## src/rtl/rv_operand_fetch_if.sv

```systemverilog
// Operand-fetch bus bundle: issue side, writeback,
// register-file ports and the execute-side handshake.
interface rv_operand_fetch_if #(
  parameter int XLEN = 32
);
  logic            i_valid;
  logic            o_ready;
  logic [4:0]      i_rs1;
  logic [4:0]      i_rs2;
  logic [4:0]      i_rd;
  logic            i_rd_we;
  logic            i_wb_valid;
  logic [4:0]      i_wb_rd;
  logic [XLEN-1:0] i_wb_data;
  logic [4:0]      o_rf_rs1;
  logic [4:0]      o_rf_rs2;
  logic [4:0]      o_rf_rd;
  logic            o_rf_write;
  logic [XLEN-1:0] o_rf_data;
  logic [XLEN-1:0] i_rf_data1;
  logic [XLEN-1:0] i_rf_data2;
  logic            o_valid;
  logic            i_ready;
  logic [XLEN-1:0] o_op1;
  logic [XLEN-1:0] o_op2;
  logic [4:0]      o_rd;
  logic            o_rd_we;
  logic [30:0]     o_sb;
  logic            o_wb_err;

  modport slave (
    input  i_valid, i_rs1, i_rs2, i_rd, i_rd_we,
    input  i_wb_valid, i_wb_rd, i_wb_data,
    input  i_rf_data1, i_rf_data2, i_ready,
    output o_ready, o_rf_rs1, o_rf_rs2, o_rf_rd,
    output o_rf_write, o_rf_data, o_valid,
    output o_op1, o_op2, o_rd, o_rd_we, o_sb, o_wb_err
  );

  modport master (
    output i_valid, i_rs1, i_rs2, i_rd, i_rd_we,
    output i_wb_valid, i_wb_rd, i_wb_data,
    output i_rf_data1, i_rf_data2, i_ready,
    input  o_ready, o_rf_rs1, o_rf_rs2, o_rf_rd,
    input  o_rf_write, o_rf_data, o_valid,
    input  o_op1, o_op2, o_rd, o_rd_we, o_sb, o_wb_err
  );
endinterface

```

## src/rtl/rv_operand_fetch.sv

```systemverilog
// Operand fetch: scoreboard, regfile read alignment, S1/S2 pipe.
// Define RV_OPF_BYPASS_EN for same-cycle writeback bypass.
module rv_operand_fetch #(
  parameter int XLEN  = 32,
  parameter int NREGS = 32
) (
  input logic               i_clk,
  input logic               i_reset_n,
  rv_operand_fetch_if.slave bus
);

  logic [NREGS-1:0] sb;
  logic [NREGS-1:0] sb_nxt;
  logic             s1_v;
  logic             s2_v;
  logic [4:0]       s1_rs1;
  logic [4:0]       s1_rs2;
  logic [4:0]       s1_rd;
  logic             s1_we;
  logic [XLEN-1:0]  op1_q;
  logic [XLEN-1:0]  op2_q;
  logic [4:0]       rd_q;
  logic             rd_we_q;
  logic             wb_err_q;
  logic [XLEN-1:0]  op1_nxt;
  logic [XLEN-1:0]  op2_nxt;
  logic             haz1;
  logic             haz2;
  logic             waw;
  logic             hazard;
  logic             blocked;
  logic             s2_load;
  logic             acc;
  logic             wb_hit;
  logic             set_rd;
`ifdef RV_OPF_BYPASS_EN
  logic             clr1;
  logic             clr2;
  logic             clrd;
  logic             s1_byp1;
  logic             s1_byp2;
  logic [XLEN-1:0]  s1_bdata;
`endif

  always_comb begin
    wb_hit = bus.i_wb_valid && (bus.i_wb_rd != 5'd0);
`ifdef RV_OPF_BYPASS_EN
    clr1 = bus.i_wb_valid && (bus.i_wb_rd == bus.i_rs1);
    clr2 = bus.i_wb_valid && (bus.i_wb_rd == bus.i_rs2);
    clrd = bus.i_wb_valid && (bus.i_wb_rd == bus.i_rd);
    haz1 = (bus.i_rs1 != 5'd0) && sb[bus.i_rs1] && !clr1;
    haz2 = (bus.i_rs2 != 5'd0) && sb[bus.i_rs2] && !clr2;
    waw  = bus.i_rd_we && (bus.i_rd != 5'd0)
        && sb[bus.i_rd] && !clrd;
`else
    haz1 = (bus.i_rs1 != 5'd0) && sb[bus.i_rs1];
    haz2 = (bus.i_rs2 != 5'd0) && sb[bus.i_rs2];
    waw  = bus.i_rd_we && (bus.i_rd != 5'd0) && sb[bus.i_rd];
`endif
    hazard  = haz1 || haz2 || waw;
    blocked = s1_v && s2_v && !bus.i_ready;
    s2_load = s1_v && (!s2_v || bus.i_ready);
    acc     = bus.i_valid && !blocked && !hazard;
    set_rd  = acc && bus.i_rd_we && (bus.i_rd != 5'd0);
    // set is applied last so it wins over a same-cycle clear
    sb_nxt = sb;
    if (wb_hit) sb_nxt[bus.i_wb_rd] = 1'b0;
    if (set_rd) sb_nxt[bus.i_rd] = 1'b1;
    sb_nxt[0] = 1'b0;
  end

  always_comb begin
    op1_nxt = '0;
    op2_nxt = '0;
`ifdef RV_OPF_BYPASS_EN
    if (s1_rs1 != 5'd0)
      op1_nxt = s1_byp1 ? s1_bdata : bus.i_rf_data1;
    if (s1_rs2 != 5'd0)
      op2_nxt = s1_byp2 ? s1_bdata : bus.i_rf_data2;
`else
    if (s1_rs1 != 5'd0) op1_nxt = bus.i_rf_data1;
    if (s1_rs2 != 5'd0) op2_nxt = bus.i_rf_data2;
`endif
  end

  // re-present S1 indices while stalled so read data stays fresh
  assign bus.o_rf_rs1   = acc ? bus.i_rs1 : s1_rs1;
  assign bus.o_rf_rs2   = acc ? bus.i_rs2 : s1_rs2;
  assign bus.o_rf_rd    = bus.i_wb_rd;
  assign bus.o_rf_data  = bus.i_wb_data;
  assign bus.o_rf_write = wb_hit && i_reset_n;
  assign bus.o_ready    = !blocked && !hazard;
  assign bus.o_valid    = s2_v;
  assign bus.o_op1      = op1_q;
  assign bus.o_op2      = op2_q;
  assign bus.o_rd       = rd_q;
  assign bus.o_rd_we    = rd_we_q;
  assign bus.o_sb       = sb[NREGS-1:1];
  assign bus.o_wb_err   = wb_err_q;

  always_ff @(posedge i_clk) begin
    if (!i_reset_n) begin
      sb       <= '0;
      wb_err_q <= 1'b0;
      s1_v     <= 1'b0;
      s1_rs1   <= '0;
      s1_rs2   <= '0;
      s1_rd    <= '0;
      s1_we    <= 1'b0;
      s2_v     <= 1'b0;
      op1_q    <= '0;
      op2_q    <= '0;
      rd_q     <= '0;
      rd_we_q  <= 1'b0;
`ifdef RV_OPF_BYPASS_EN
      s1_byp1  <= 1'b0;
      s1_byp2  <= 1'b0;
      s1_bdata <= '0;
`endif
    end else begin
      sb       <= sb_nxt;
      wb_err_q <= wb_hit && !sb[bus.i_wb_rd];
      if (acc) begin
        s1_v   <= 1'b1;
        s1_rs1 <= bus.i_rs1;
        s1_rs2 <= bus.i_rs2;
        s1_rd  <= bus.i_rd;
        s1_we  <= bus.i_rd_we;
`ifdef RV_OPF_BYPASS_EN
        s1_byp1  <= (bus.i_rs1 != 5'd0)
                 && sb[bus.i_rs1] && clr1;
        s1_byp2  <= (bus.i_rs2 != 5'd0)
                 && sb[bus.i_rs2] && clr2;
        s1_bdata <= bus.i_wb_data;
`endif
      end else if (s2_load) begin
        s1_v <= 1'b0;
      end
      if (s2_load) begin
        s2_v    <= 1'b1;
        op1_q   <= op1_nxt;
        op2_q   <= op2_nxt;
        rd_q    <= s1_rd;
        rd_we_q <= s1_we && (s1_rd != 5'd0);
      end else if (bus.i_ready) begin
        s2_v <= 1'b0;
      end
    end
  end

endmodule

```

## src/flat_wrapper.sv

```systemverilog
// flat-port wrapper written by rule: the top's interface ports become plain ports
module rv_operand_fetch_flat 
#(
  parameter int XLEN  = 32,
  parameter int NREGS = 32
)
  (i_clk, i_reset_n, bus_i_valid, bus_i_rs1, bus_i_rs2, bus_i_rd, bus_i_rd_we, bus_i_wb_valid, bus_i_wb_rd, bus_i_wb_data, bus_i_rf_data1, bus_i_rf_data2, bus_i_ready, bus_o_ready, bus_o_rf_rs1, bus_o_rf_rs2, bus_o_rf_rd, bus_o_rf_write, bus_o_rf_data, bus_o_valid, bus_o_op1, bus_o_op2, bus_o_rd, bus_o_rd_we, bus_o_sb, bus_o_wb_err);
  rv_operand_fetch_if #(.XLEN(XLEN)) bus_i ();
  input logic i_clk;
  input logic i_reset_n;
  input wire logic [$bits(bus_i.i_valid)-1:0] bus_i_valid;
  input wire logic [$bits(bus_i.i_rs1)-1:0] bus_i_rs1;
  input wire logic [$bits(bus_i.i_rs2)-1:0] bus_i_rs2;
  input wire logic [$bits(bus_i.i_rd)-1:0] bus_i_rd;
  input wire logic [$bits(bus_i.i_rd_we)-1:0] bus_i_rd_we;
  input wire logic [$bits(bus_i.i_wb_valid)-1:0] bus_i_wb_valid;
  input wire logic [$bits(bus_i.i_wb_rd)-1:0] bus_i_wb_rd;
  input wire logic [$bits(bus_i.i_wb_data)-1:0] bus_i_wb_data;
  input wire logic [$bits(bus_i.i_rf_data1)-1:0] bus_i_rf_data1;
  input wire logic [$bits(bus_i.i_rf_data2)-1:0] bus_i_rf_data2;
  input wire logic [$bits(bus_i.i_ready)-1:0] bus_i_ready;
  output wire logic [$bits(bus_i.o_ready)-1:0] bus_o_ready;
  output wire logic [$bits(bus_i.o_rf_rs1)-1:0] bus_o_rf_rs1;
  output wire logic [$bits(bus_i.o_rf_rs2)-1:0] bus_o_rf_rs2;
  output wire logic [$bits(bus_i.o_rf_rd)-1:0] bus_o_rf_rd;
  output wire logic [$bits(bus_i.o_rf_write)-1:0] bus_o_rf_write;
  output wire logic [$bits(bus_i.o_rf_data)-1:0] bus_o_rf_data;
  output wire logic [$bits(bus_i.o_valid)-1:0] bus_o_valid;
  output wire logic [$bits(bus_i.o_op1)-1:0] bus_o_op1;
  output wire logic [$bits(bus_i.o_op2)-1:0] bus_o_op2;
  output wire logic [$bits(bus_i.o_rd)-1:0] bus_o_rd;
  output wire logic [$bits(bus_i.o_rd_we)-1:0] bus_o_rd_we;
  output wire logic [$bits(bus_i.o_sb)-1:0] bus_o_sb;
  output wire logic [$bits(bus_i.o_wb_err)-1:0] bus_o_wb_err;
  assign bus_i.i_valid = bus_i_valid;
  assign bus_i.i_rs1 = bus_i_rs1;
  assign bus_i.i_rs2 = bus_i_rs2;
  assign bus_i.i_rd = bus_i_rd;
  assign bus_i.i_rd_we = bus_i_rd_we;
  assign bus_i.i_wb_valid = bus_i_wb_valid;
  assign bus_i.i_wb_rd = bus_i_wb_rd;
  assign bus_i.i_wb_data = bus_i_wb_data;
  assign bus_i.i_rf_data1 = bus_i_rf_data1;
  assign bus_i.i_rf_data2 = bus_i_rf_data2;
  assign bus_i.i_ready = bus_i_ready;
  assign bus_o_ready = bus_i.o_ready;
  assign bus_o_rf_rs1 = bus_i.o_rf_rs1;
  assign bus_o_rf_rs2 = bus_i.o_rf_rs2;
  assign bus_o_rf_rd = bus_i.o_rf_rd;
  assign bus_o_rf_write = bus_i.o_rf_write;
  assign bus_o_rf_data = bus_i.o_rf_data;
  assign bus_o_valid = bus_i.o_valid;
  assign bus_o_op1 = bus_i.o_op1;
  assign bus_o_op2 = bus_i.o_op2;
  assign bus_o_rd = bus_i.o_rd;
  assign bus_o_rd_we = bus_i.o_rd_we;
  assign bus_o_sb = bus_i.o_sb;
  assign bus_o_wb_err = bus_i.o_wb_err;
  rv_operand_fetch #(.XLEN(XLEN), .NREGS(NREGS)) u_core (.i_clk(i_clk), .i_reset_n(i_reset_n), .bus(bus_i));
endmodule
```

## config.mk

```make
export PLATFORM = sky130hd
export DESIGN_NAME = rv_operand_fetch_flat
export DESIGN_NICKNAME = d
export VERILOG_FILES = /design/src/rtl/rv_operand_fetch_if.sv /design/src/rtl/rv_operand_fetch.sv /design/src/flat_wrapper.sv
export SDC_FILE = /design/constraint.sdc
export NUM_CORES = 1
export LEC_CHECK = 0
export ABC_AREA = 1
export BUFFER_PORTS_ARGS = -buffer_cell sky130_fd_sc_hd__buf_4
export CELL_PAD_IN_SITES_DETAIL_PLACEMENT = 1
export CELL_PAD_IN_SITES_GLOBAL_PLACEMENT = 2
export CORE_UTILIZATION = 22
export CTS_CLUSTER_SIZE = 24
export DETAILED_ROUTE_END_ITERATION = 8
export MAX_ROUTING_LAYER = met4
export PLACE_DENSITY = 0.89
export RECOVER_POWER = 25
export SLEW_MARGIN = 20
export SYNTH_ARGS = -nofsm -noshare
export SYNTH_HDL_FRONTEND = slang
export SYNTH_SLANG_ARGS = --single-unit
```

## constraint.sdc

```tcl
create_clock -name i_clk -period 2.1 [get_ports i_clk]
set_input_delay 0.315 -clock i_clk [delete_from_list [all_inputs] [get_ports i_clk]]
set_output_delay 0.315 -clock i_clk [all_outputs]
set_load 0.05 [all_outputs]
```

==> run metrics <==
status finished, violations left; failing checks negative setup slack; Clk Latency, worst-skew pair 0.42 ns; core area 0.0287 mm2; I/O pin total 274; TNS Setup -5.36 ns; register area 0.00246 mm2; register share of total power 0.325; post-synthesis instance area 0.00641 mm2; Clock power frac 0.407; DRT iter0 DRCs 413; average vias per placed instance 4.74; GRT Total Usage 0.194; share of layout cells above drive strength 1 0.326; Avg Cell Area, Syn 6.50 um2; worst r2r dst u_core.sb[16]; fin nets 1337; fin crit period 2.63 ns; ANT nets after route 0; max cap viols 0; WL/cell 17.5 um; worst hold endpoint u_core.bus.o_op1[6]; Fmax 380 MHz; arrival time worst endpoint 2.31 ns; met1 usage 0.240; unrepaired setup endpoints after global routing true; fin worst setup slack -0.529 ns; CP Launch Type flop; gpl congestion 0.935; die height 173 um; TritonRoute pass-1 iters 7; reg2reg path depth 13; worst hold path cell count 3; die area 0.0298 mm2; crit path max fanout 5; synth warn 0; CTS H-tree lvls 4; Worst Tran Pin Value 1.14 ns; fin crit share 1.25; CP Capture Type primary output; cells after synthesis 986; NetSw 2.66 mW; Crit path required time 1.78 ns; Routed WL 28200 um; Post-Syn Nets 1108; final setup violating endpoints 11; leakage 4.39 nW; global route hottest layer met2; Rows 62; initial antenna violation count 0; commonest non-fill, non-tap cell in the layout nand2_1; Syn-to-layout area delta 49.6%; Final Max Slew Viols 0; Net Sw Frac 0.347; # fillers 3615; via count 7641; DRC viols 0; Comb power frac 0.268; maximum vdd drop 0.415 mV; clk slew on worst S/H paths 0.06 ns; Starting Density 0.223; IO Port Bufs 209; worst rel slew slack 0.239; final hold vios 0; CTS Buf Count 17; CTS tree built; register-to-register setup slack 0.02 ns; skew final 0.0172 ns; Die Wd 173 um; RR Startpoint u_core.sb[15]; Hold Path Class input port to flop; worst hold path startpoint bus_i_rf_data1[6]; Root Buffer clkbuf_16; area of the multi-input gates 0.00331 mm2; Seq/Total Area, Yosys 0.375; gr ovfl total 0; post-synthesis register bit count 120; M2 GR Usage 0.319; Int Pwr 5.00 mW; met3 Track Usage GR 0.0314; global-route wire length before repair 44400 um; Worst Setup Path Type flop to primary output; Clock Tree Buf Depth 2; CTS sink cnt 120; largest net degree at the start of global routing 70; power density cells 799 mW/mm2; post-DP HPWL 20700 um; Yosys cell types 30; vias in the first global route 8010; most frequent cells in the layout 267 x nand2_1, 261 x buf_4, 108 x a21oi_1; post-place setup slack -0.455 ns; n_diodes 0
==> flip-flops by register name (all words and copies together) (netlist names) <==
name                 count
u_core.bus.o_rd_we       1
u_core.sb               31
u_core.bus.o_wb_err      1
u_core.bus.o_valid       1
u_core.s1_rs1            5
u_core.s1_rd             5
u_core.bus.o_op2        32
u_core.bus.o_op1        32
u_core.s1_rs2            5
u_core.bus.o_rd          5
u_core.s1_v              1
u_core.s1_we             1
==> cells in the mapped netlist <==
master	instances	area (um2)
inv_1	69	259
nor2_1	70	263
nand2_2	2	12.5
buf_1	4	15.0
buf_4	41	308
buf_6	7	78.8
o22ai_1	2	12.5
nor4_1	1	6.26
o21a_1	1	7.51
o21ai_1	7	35.0
dfxtp_1	120	2400
buf_2	7	35.0
nor3_1	16	80.1
clkinv_1	1	3.75
o211ai_1	1	7.51
o221ai_1	6	52.6
a22o_1	1	8.76
inv_4	1	6.26
a21oi_1	109	546
inv_2	4	15.0
nand2_1	284	1070
o21ai_0	102	510
a22oi_1	6	45.0
or4_1	1	7.51
nand4_1	32	200
nor2_4	1	11.3
nand3_1	47	235
o31ai_1	1	7.51
clkbuf_1	39	146
o21ai_2	3	26.3
==> cell families after synthesis <==
kind of cell,count (synthesis),synth area share
AOI/OAI and AO/OA,239,0.196
buffers and inverters,173,0.135
DFF,120,0.375
and+or+nand+nor,454,0.294
==> layout make-up <==
type	instances	share of cell area
clock buffers	19	0.0462
inverters	75	0.0326
clock inverters	13	0.0176
multi-input cells	693	0.345
well taps	384	0.0501
flip-flops and latches	120	0.256
repair buffers	308	0.252
==> per-layer routing <==
layer / share of wire / vias up / wire (um)
met5: 0 / - / 0
met4: 0.020 / 0 / 552
met3: 0.057 / 34 / 1620
met2: 0.48 / 285 / 13400
met1: 0.45 / 3638 / 12600
li1: - / 3684 / -
==> stage by stage <==
stage	cell area [um2]	util	hold slack, ns	total power, mW	instances
finish	9590	0.334	0.148	7.66	1612
global route	9590	0.334	0.139	8.01	1612
CTS	9570	0.333	0.125	7.76	1606
detailed placement	8790	0.306	0.463	4.51	1570
global placement	8790	0.306	0.458	4.48	1570
floorplan	6610	-	0.436	3.97	986
==> power groups by stage <==
stage          logic [mW]  clock network (mW)  registers (mW)
6_report             2.05                3.12            2.49
5_1_grt              2.19                3.32            2.51
4_1_cts              2.05                3.21            2.50
3_5_place_dp         1.96                   0            2.55
3_3_place_gp         1.93                   0            2.54
2_1_floorplan        1.03                   0            2.93
==> repair_timing <==
| item | CTS | global route |
|---|---|---|
| hold buffers | 0 | 0 |
| cloned | 2 | 1 |
| resized for setup | 35 | 17 |
| pin swaps | 1 | 12 |
| endpoints found under the hold margin | 0 | 0 |
| setup buffers | 2 | 5 |
| endpoints found under the setup margin | 27 | 39 |
==> worst max-delay path, cell delays in order, from the launching register on <==
cell	delay, ns
dfxtp_2	0.33
inv_2	0.10
nand2_1	0.09
nand3_1	0.09
nand3_1	0.08
nand2_1	0.08
nand2_1	0.07
a21oi_2	0.14
nand2_2	0.09
nor2_4	0.14
nand2_4	0.13
clkbuf_16	0.20
o21ai_4	0.17
inv_4	0.04
buf_8	0.14
==> worst max-delay path by stage <==
stage	from	end	cells past startpoint
finish	u_core.sb[15]	bus_o_rf_rs1[3]	14
CTS	u_core.sb[16]	bus_o_rf_rs2[2]	16
global route	u_core.sb[16]	bus_o_rf_rs1[3]	17
detailed placement	bus_i_rd[0]	bus_o_rf_rs2[2]	19
floorplan	bus_i_rs2[0]	bus_o_rf_rs1[1]	18
global placement	bus_i_rd[0]	bus_o_rf_rs1[0]	19
(Power assumes the default switching activity.)
